$ cat config.mk
export PLATFORM = sky130hd
export DESIGN_NAME = pulse_gen
export DESIGN_NICKNAME = d
export VERILOG_FILES = /design/src/rtl/pulse_gen_pkg.sv /design/src/rtl/pulse_gen.sv
export SDC_FILE = /design/constraint.sdc
export NUM_CORES = 1
export LEC_CHECK = 0
export CORE_ASPECT_RATIO = 0.9
export CORE_MARGIN = 3
export CORE_UTILIZATION = 48
export CTS_CLUSTER_SIZE = 10
export DETAILED_ROUTE_END_ITERATION = 16
export PLACE_DENSITY = 0.82
export SKIP_LAST_GASP = 1
export SLEW_MARGIN = 10
export SYNTH_ARGS = -nofsm -noshare
export SYNTH_HDL_FRONTEND = slang
export SYNTH_SLANG_ARGS = --single-unit
$ cat constraint.sdc
create_clock -name clk -period 2 [get_ports clk]
set_input_delay 0.2 -clock clk [delete_from_list [all_inputs] [get_ports clk]]
set_output_delay 0.2 -clock clk [all_outputs]
set_load 0.05 [all_outputs]
$ cat src/rtl/pulse_gen_pkg.sv
// Shared state encoding and default widths for the pulse_gen block.
package pulse_gen_pkg;

    localparam int DEF_CNT_W  = 8;
    localparam int DEF_PEND_W = 4;

    typedef enum logic [1:0] {
        IDLE = 2'd0,
        HIGH = 2'd1,
        LOW  = 2'd2
    } pulseState_e;

endpackage

$ cat src/rtl/pulse_gen.sv
// Triggered pulse generator: programmable high/low phase lengths, optional trigger queue.
// Define PULSE_GEN_PENDING_EN to queue triggers that arrive while a pulse is in flight.
module pulse_gen
    import pulse_gen_pkg::*;
#(
    parameter int CNT_W  = DEF_CNT_W,
    parameter int PEND_W = DEF_PEND_W
) (
    input  logic              clk,
    input  logic              rst_n,
    input  logic              trig_i,
    input  logic [CNT_W-1:0]  high_len_i,
    input  logic [CNT_W-1:0]  low_len_i,
    output logic              d_o,
    output logic              busy_o,
    output logic              done_o,
    output logic              overrun_o,
    output logic [PEND_W-1:0] pend_o
);

    localparam logic [CNT_W-1:0] CNT_ONE = CNT_W'(1);

    pulseState_e      state_q, state_d;
    logic [CNT_W-1:0] cnt_q, cnt_d;
    logic [CNT_W-1:0] lowLen_q, lowLen_d;
    logic [CNT_W-1:0] highLenFix, lowLenFix;
    logic             d_q;
    logic             overrun_q, overrun_d;
    logic             lastLow, trigBusy, replay;

    // A programmed length of zero still yields a one-cycle phase.
    assign highLenFix = (high_len_i == '0) ? CNT_ONE : high_len_i;
    assign lowLenFix  = (low_len_i  == '0) ? CNT_ONE : low_len_i;
    assign lastLow    = (state_q == LOW) && (cnt_q == CNT_ONE);
    assign trigBusy   = trig_i && (state_q != IDLE);

`ifdef PULSE_GEN_PENDING_EN
    localparam logic [PEND_W-1:0] PEND_ONE = PEND_W'(1);
    localparam logic [PEND_W-1:0] PEND_MAX = '1;

    logic [PEND_W-1:0] pend_q, pend_d;

    // A trigger landing on the last LOW cycle chains straight into the next pulse.
    assign replay = lastLow && ((pend_q != '0) || trig_i);

    always_comb begin
        pend_d    = pend_q;
        overrun_d = 1'b0;
        if (trigBusy && !replay) begin
            if (pend_q == PEND_MAX) begin
                overrun_d = 1'b1;
            end else begin
                pend_d = pend_q + PEND_ONE;
            end
        end else if (replay && !trigBusy) begin
            pend_d = pend_q - PEND_ONE;
        end
    end

    always_ff @(posedge clk) begin
        if (!rst_n) begin
            pend_q <= '0;
        end else begin
            pend_q <= pend_d;
        end
    end

    assign pend_o = pend_q;
`else
    assign replay    = 1'b0;
    assign overrun_d = trigBusy;
    assign pend_o    = '0;
`endif

    always_ff @(posedge clk) begin
        if (!rst_n) begin
            state_q   <= IDLE;
            cnt_q     <= '0;
            lowLen_q  <= '0;
            d_q       <= 1'b0;
            overrun_q <= 1'b0;
        end else begin
            state_q   <= state_d;
            cnt_q     <= cnt_d;
            lowLen_q  <= lowLen_d;
            d_q       <= (state_d == HIGH);
            overrun_q <= overrun_d;
        end
    end

    always_comb begin
        state_d  = state_q;
        cnt_d    = cnt_q;
        lowLen_d = lowLen_q;
        unique case (state_q)
            IDLE: begin
                if (trig_i) begin
                    state_d  = HIGH;
                    cnt_d    = highLenFix;
                    lowLen_d = lowLenFix;
                end
            end
            HIGH: begin
                if (cnt_q == CNT_ONE) begin
                    state_d = LOW;
                    cnt_d   = lowLen_q;
                end else begin
                    cnt_d = cnt_q - CNT_ONE;
                end
            end
            LOW: begin
                if (lastLow) begin
                    if (replay) begin
                        state_d  = HIGH;
                        cnt_d    = highLenFix;
                        lowLen_d = lowLenFix;
                    end else begin
                        state_d = IDLE;
                        cnt_d   = '0;
                    end
                end else begin
                    cnt_d = cnt_q - CNT_ONE;
                end
            end
            default: begin
                state_d = IDLE;
                cnt_d   = '0;
            end
        endcase
    end

    always_comb begin
        d_o       = d_q;
        busy_o    = (state_q != IDLE);
        done_o    = lastLow;
        overrun_o = overrun_q;
    end

endmodule

# Word-level counts from Yosys, hierarchy flattened
# Cells that the tools add are included.
# totals
in_bits	19
ff_bits	20
wordCells	28
out_inout_bits	8
# classes
eq_ne	5
mux	10
n_addsub	1
reduce_logical	7
# op_table
operator	count
8-bit two-way mux	5
8-bit one-hot mux with 3 select lines	1
8-bit logical NOT	2
8-bit by 1-bit equality test with 1-bit output, second input constant	1
8-bit by 1-bit subtractor with 8-bit output, second input constant	1
2-bit two-way mux	3
2-bit one-hot mux with 3 select lines	1
2-bit by 1-bit equality test with 1-bit output, second input constant	2
2-bit equality test, second input constant	1
1-bit logical AND	2
2-bit logical NOT	1
2-bit != test, second input constant	1
2-bit AND reduction	1
2-bit nonzero test	1

# Longest topological paths before layout
# Gate-level depths: netlist of the first run.
# logic_depth
word_depth	5
ltp_mapped	8
ltp_nobuf	7

# Worst setup path before layout of the first run
# Ideal clock, no wire load.
# synth_timing
path_kind	reg2out
start	register cnt_q[0]
end	output port done_o
path_stages_with_launch	5
t_required_ns	1.800
setup_slack_ns	0.280
path_buffers	0
arrival_ns	1.520
path_cell_list	dfxtp_1 > ha_1 > nor3b_2 > nand2_1 > nor2_1
# synth_between
elab_chain_cells	2
# synth_lines
element	line_no	rtl
start, declared	pulse_gen.sv:24	logic [CNT_W-1:0] cnt_q, cnt_d;
start signal, assigned	pulse_gen.sv:84	cnt_q <= cnt_d;
8-bit by 1-bit equality test with 1-bit output	pulse_gen.sv:34	assign lastLow = (state_q == LOW) && (cnt_q == CNT_ONE);
1-bit logical AND	pulse_gen.sv:34	
end, declared	pulse_gen.sv:16	output logic done_o,
# No other way between the ends.

# Worst setup path after layout of the first run
# layout_timing
start	register cnt_q[1]
end	output port done_o
# Same word-level chain as after synthesis.

==> impl_metrics.ini, run 1 <==
[run_status]
outcome = finished clean

[synth]
synth_flop_cell = dfxtp_1
yosysMostFrequentCell = nand2_1
synth_top_area_share_pct = 35.52
ys.warnings.count = 0
synth_commonest_cells = 26 x nand2_1, 20 x dfxtp_1
syn_inst = 141
synth-edff-count = 0
synth-seq-cells = 20
syn_area_per_cell_um2 = 7.995
netlist_area_um2 = 1127
synthDistinctLibCells = 37
synth_seq_area_share_pct = 35.52
yosys.area.top_type = dfxtp_1
async_flop_share_pct = 0
synthTopCellsByArea = dfxtp_1 36%, nand2_1 8.7%, a21boi_0 6.0%, a21oi_1 4.0%, o21ai_0 4.0%

[placed_design]
dp_slack_ns = 0.3184
dp_cells = 189
dp_hpwl_mm = 2.174
routabilityCongestion = 0.9106
port_buffers = 22

[run]
maxCapViolCount = 0

[power_and_ir_drop]
clock_power_share_pct = 29.1
cell_internal_pwr_mw = 0.7885
p_seq_share_pct = 42.0
switchingPower_mw = 0.3540
pwr-share-comb_pct = 29.0
power.share.switching_pct = 30.98
p_leak_nw = 0.5797
power_density_nw_per_um2 = 796.8
total_power_mw = 1.143
vdd_drop_max_uv = 607.0

[clocking]
cts_hold_buf = 0
clk_pin_slew_ns = 0.12
clock-root-buffer = clkbuf_4
clk_latency_ns = 0.30
cts_buffers = 3
cts_tree = yes
cts_setup_buffers = 0
cts_htree_levels = 1
clock_path_buffers = 2
clkSinkCount = 20

[die]
fp.dieH_um = 51.98
dieArea_um2 = 2967
initial_core_util_pct = 51.19
ios = 27
fp-row-count = 16
core-area_um2 = 2202
die-width_um = 57.09

[critical_path]
reg2reg_depth = 7
cp_data_arrival_time_ns = 1.66
setup.worst_path.end_class = output port
r2r_slack_ns = 0.26
worstSetupPathType = flip-flop to output port
r2r_end = cnt_q[5]
path_max_fanout = 4
critPathLaunch = cnt_q[1]
r2r_start = cnt_q[1]
critPathLaunchType = flip-flop
cp_data_required_time_ns = 1.80

[sta]
whs_ns = 0.4754
clock.fmax_mhz = 537.3
hold_violations = 0
period_share_pct = 93.05
setup_slack_ns = 0.1389
setup_violations = 0
maxSlewViolCount = 0
fin_crit_ns = 1.861
maxSlewHeadroom_pct = 66.75
finClkSkew_ns = 0.002038
tns_ns = 0
worstMarginPinSlew_ns = 0.4979
rsz0062_at_grt = no

[final_layout]
diodes = 0
multiInputGateArea_um2 = 673.1
fin_nets = 188
area_delta_synth_final_pct = 27.19
fill_cells = 198
layout.cells.non_filler = 193
seqCellArea_um2 = 400.4
final_layout_size_suffix_gt1_share_pct = 9.639

[route]
routed_wirelength_mm = 2.761
post-route-drc-count = 0
vias = 1110
antenna_left = 0
drtIter0Drc = 46
drt-vias-per-instance = 5.751
dr.pass1.iters = 5
wl_per_cell_um = 14.31

[min_path]
min-delay-start = low_len_i[3]
min_to = lowLen_q[3]
whs_path_depth = 3
hp-class = primary input to flip-flop

[global_route]
grt_pass1_vias = 1037
antenna_found_initial = 0
grt_pass1_wl_mm = 4.678
overflow = 0
track_usage_pct = 19.90
top_usage_layer = met2
gr-usage-met1_pct = 25.60
grtUsageMet2_pct = 34.79
grt_max_degree = 14
use_met3_pct = 3.970
[power groups by stage]
stage / combinational (mW) / sequential, mW / clock [mW]
2_1_floorplan: 0.225 / 0.487 / 0
3_3_place_gp: 0.319 / 0.486 / 0
3_5_place_dp: 0.325 / 0.487 / 0
4_1_cts: 0.329 / 0.478 / 0.338
5_1_grt: 0.361 / 0.485 / 0.354
6_report: 0.331 / 0.479 / 0.332
[timing repair]
action                                 in CTS  in global routing
resized for setup                           0                  2
setup endpoints to repair                   0                  2
endpoints found under the hold margin       0                  0
[area by class of cell]
class                   instances  share of cell area (%)
inverters                       5                   1.309
clock inverters                 1                   2.094
multi-input cells             112                   46.95
clock buffers                   3                   1.571
repair buffers                 25                   17.80
well taps                      27                   2.356
flip-flops and latches         20                   27.92
[sequential cells by signal, summed over array words and instances, names as in the netlist]
| register | count |
|---|---|
| cnt_q | 8 |
| d_o | 1 |
| lowLen_q | 8 |
| overrun_o | 1 |
| state_q | 2 |
[worst max-delay path: stages, from the launching register on]
cell and delay (ns):
dfxtp_1 0.35, inv_1 0.09, ha_1 0.15, nor3b_2 0.25, nand2_1 0.18, nor2_2 0.19, buf_12 0.15
[logic make-up (layout without fill, tap and decap cells)]
logic type | Yosys count | after routing | synth area share [%]
compound gates | 41 | 41 | 23.86
simple gates | 58 | 58 | 26.30
flops | 20 | 20 | 35.52
other cells | 1 | 4 | 0.3326
buf+inv | 12 | 34 | 5.993
xor+xnor | 4 | 4 | 3.107
mux | 3 | 3 | 2.664
fa+ha+maj | 2 | 2 | 2.219
[how the worst max path moves through the flow]
stage                     cells after the start        to  slack (ns)
final                                         6    done_o        0.14
after global routing                          6    done_o        0.03
after CTS                                     3    busy_o        0.05
after detailed placement                      7  cnt_q[5]        0.32
after global placement                        5  cnt_q[0]        0.33
after floorplan                               4    done_o        0.28
[layout by cell type (no fill, tap or decap), types with 3 or more instances in the layout]
cell type,synthesis,layout
inv_1,4,4
nor2_2,2,3
clkdlybuf4s50_1,0,20
a21boi_0,9,9
buf_4,4,3
a2bb2oi_1,3,3
nor3_1,4,4
a221oi_1,3,3
mux2i_1,3,3
nor2_1,9,8
dfxtp_1,20,20
xnor2_1,4,4
o21ai_0,9,9
conb_1,1,4
nand2_1,26,26
clkbuf_4,0,3
nor2b_1,4,4
a21oi_1,9,9
[metrics by stage]
stage / instance area, um^2 / util (%)
3_3_place_gp: 1376 / 62.50
3_5_place_dp: 1376 / 62.50
6_report: 1434 / 65.11
2_1_floorplan: 1139 / -
4_1_cts: 1429 / 64.89
5_1_grt: 1434 / 65.11
[layer usage]
layer / up-vias / wire length [um]
li1: 541 / -
met1: 494 / 1182
met2: 69 / 1297
met3: 6 / 256
met4: 0 / 25
met5: - / 0
No activity file was read; power rests on OpenSTA's default activity.
==> run 2, diff against run 1 <==
--- a/config.mk
+++ b/config.mk
@@ -6,13 +6,13 @@
 export NUM_CORES = 1
 export LEC_CHECK = 0
 export CORE_ASPECT_RATIO = 0.9
-export CORE_MARGIN = 3
+export CORE_MARGIN = 2
 export CORE_UTILIZATION = 48
 export CTS_CLUSTER_SIZE = 10
 export DETAILED_ROUTE_END_ITERATION = 16
 export PLACE_DENSITY = 0.82
 export SKIP_LAST_GASP = 1
-export SLEW_MARGIN = 10
+export SLEW_MARGIN = 0
 export SYNTH_ARGS = -nofsm -noshare
 export SYNTH_HDL_FRONTEND = slang
 export SYNTH_SLANG_ARGS = --single-unit
==> impl_metrics.ini, run 2 (synthesized netlist as in run 1, its figures left out) <==
[run_status]
outcome = finished clean

[clocking]
clock_path_buffers = 2
cts_setup_buffers = 0
cts_hold_buf = 0
cts_htree_levels = 1
cts_tree = yes
cts_buffers = 3
clock-root-buffer = clkbuf_4
ctsResizeCount = 0
clk_pin_slew_ns = 0.11
clkSinkCount = 20
clk_latency_ns = 0.30

[route]
vias = 1067
post-route-drc-count = 0
drtIter0Drc = 33
antenna_left = 0
drt-vias-per-instance = 5.528
routed_wirelength_mm = 2.637
dr.pass1.iters = 4
wl_per_cell_um = 13.66

[final_layout]
area_delta_synth_final_pct = 25.53
layout_commonest_cell = nand2_1
final_layout_size_suffix_gt1_share_pct = 9.036
diodes = 0
utilization_pct = 64.26
most-common-layout-cells = 26 x nand2_1, 20 x dfxtp_1, 20 x clkdlybuf4s50_1
fin_nets = 188
top_regs = cnt_q x8, lowLen_q x8, state_q x2

[sta]
maxSlewHeadroom_pct = 65.64
hold_violations = 0
fin_crit_ns = 1.914
tns_ns = 0
maxSlewViolCount = 0
period_share_pct = 95.68
finClkSkew_ns = 0.003656
rsz0062_at_grt = no
worstMarginPinSlew_ns = 0.5138
clock.fmax_mhz = 522.6
setup_violations = 0

[global_route]
grt_max_degree = 14
antenna_found_initial = 0
top_usage_layer = met2
overflow = 0
gr-usage-met1_pct = 30.96
use_met3_pct = 3.939
grt_pass1_wl_mm = 4.464
grtUsageMet2_pct = 34.33
grt_pass1_vias = 1024
track_usage_pct = 22.36

[power_and_ir_drop]
p_leak_nw = 0.5728
vdd_drop_max_uv = 463.6
power_density_nw_per_um2 = 736.1
total_power_mw = 1.042

[critical_path]
cp_data_arrival_time_ns = 1.71
worstPathCellList = ha_1, nor3b_2, nand2_1, nor2_1, buf_12
path_max_fanout = 5
setup.worst_path.end_class = output port
cp_data_required_time_ns = 1.80
crit_path_top_delay_cell = dfxtp_1
path_delay_family = simple AND/OR/NAND/NOR gates
worstSetupPathType = flip-flop to output port
critPathBufInv = 1
max_stage_delay_ns = 0.43
critPathLaunchType = flip-flop

[die]
core-area_um2 = 2202
dieArea_um2 = 2753
die-width_um = 55.09
ios = 27
fp-row-count = 16
initial_core_util_pct = 51.19
fp.dieH_um = 49.98

[placed_design]
dp_hpwl_mm = 2.020
routabilityCongestion = 0.9358
port_buffers = 22

[run]
maxCapViolCount = 0

[min_path]
hp-class = primary input to flip-flop
-- run 2: cell type report --
cell class	instances	area (um^2)
Fill cell	212	787.0
Inverter	5	18.77
Tap cell	27	33.78
Timing Repair Buffer	25	255.2
Clock buffer	4	36.28
Sequential cell	20	400.4
Multi-Input combinational cell	112	670.6
-- run 2: path summary, 6_finish.rpt --
check,slack [ns],cells after the start,start,to
worst max-delay path,0.09,5,cnt_q[0],done_o
worst min-delay path,0.47,3,low_len_i[6],lowLen_q[6]
worst max register to register,0.22,6,cnt_q[0],cnt_q[5]
worst min register to register,0.48,2,lowLen_q[1],lowLen_q[1]
-- run 2: worst min-delay path: stages --
cell	delay (ns)
clkdlybuf4s50_1	0.41
nand2_1	0.06
a21boi_0	0.06
-- run 2: report_power, final --
| group | internal (mW) | total [mW] | switching (mW) |
|---|---|---|---|
| combinational | 0.151 | 0.327 | 0.176 |
| clock | 0.111 | 0.235 | 0.124 |
| sequential | 0.434 | 0.480 | 0.0454 |
| total | 0.697 | 1.04 | 0.345 |
-- run 2: metrics by stage --
step / setup slack, ns / hold slack [ns] / instances / area (um^2)
floorplan: 0.2797 / 0.3449 / 144 / 1139
global placement: 0.3410 / 0.4545 / 189 / 1376
detailed placement: 0.3067 / 0.4678 / 189 / 1376
CTS: 0.04684 / 0.4762 / 193 / 1413
global route: 0.01941 / 0.4829 / 193 / 1415
finish: 0.08649 / 0.4733 / 193 / 1415
-- run 2: routing by layer --
| metal | vias up | share of wire [%] | wire [um] |
|---|---|---|---|
| met5 | - | 0 | 0 |
| met4 | 0 | 1.1 | 30 |
| met3 | 4 | 7.5 | 199 |
| met2 | 44 | 45 | 1193 |
| met1 | 479 | 46 | 1213 |
| li1 | 540 | - | - |
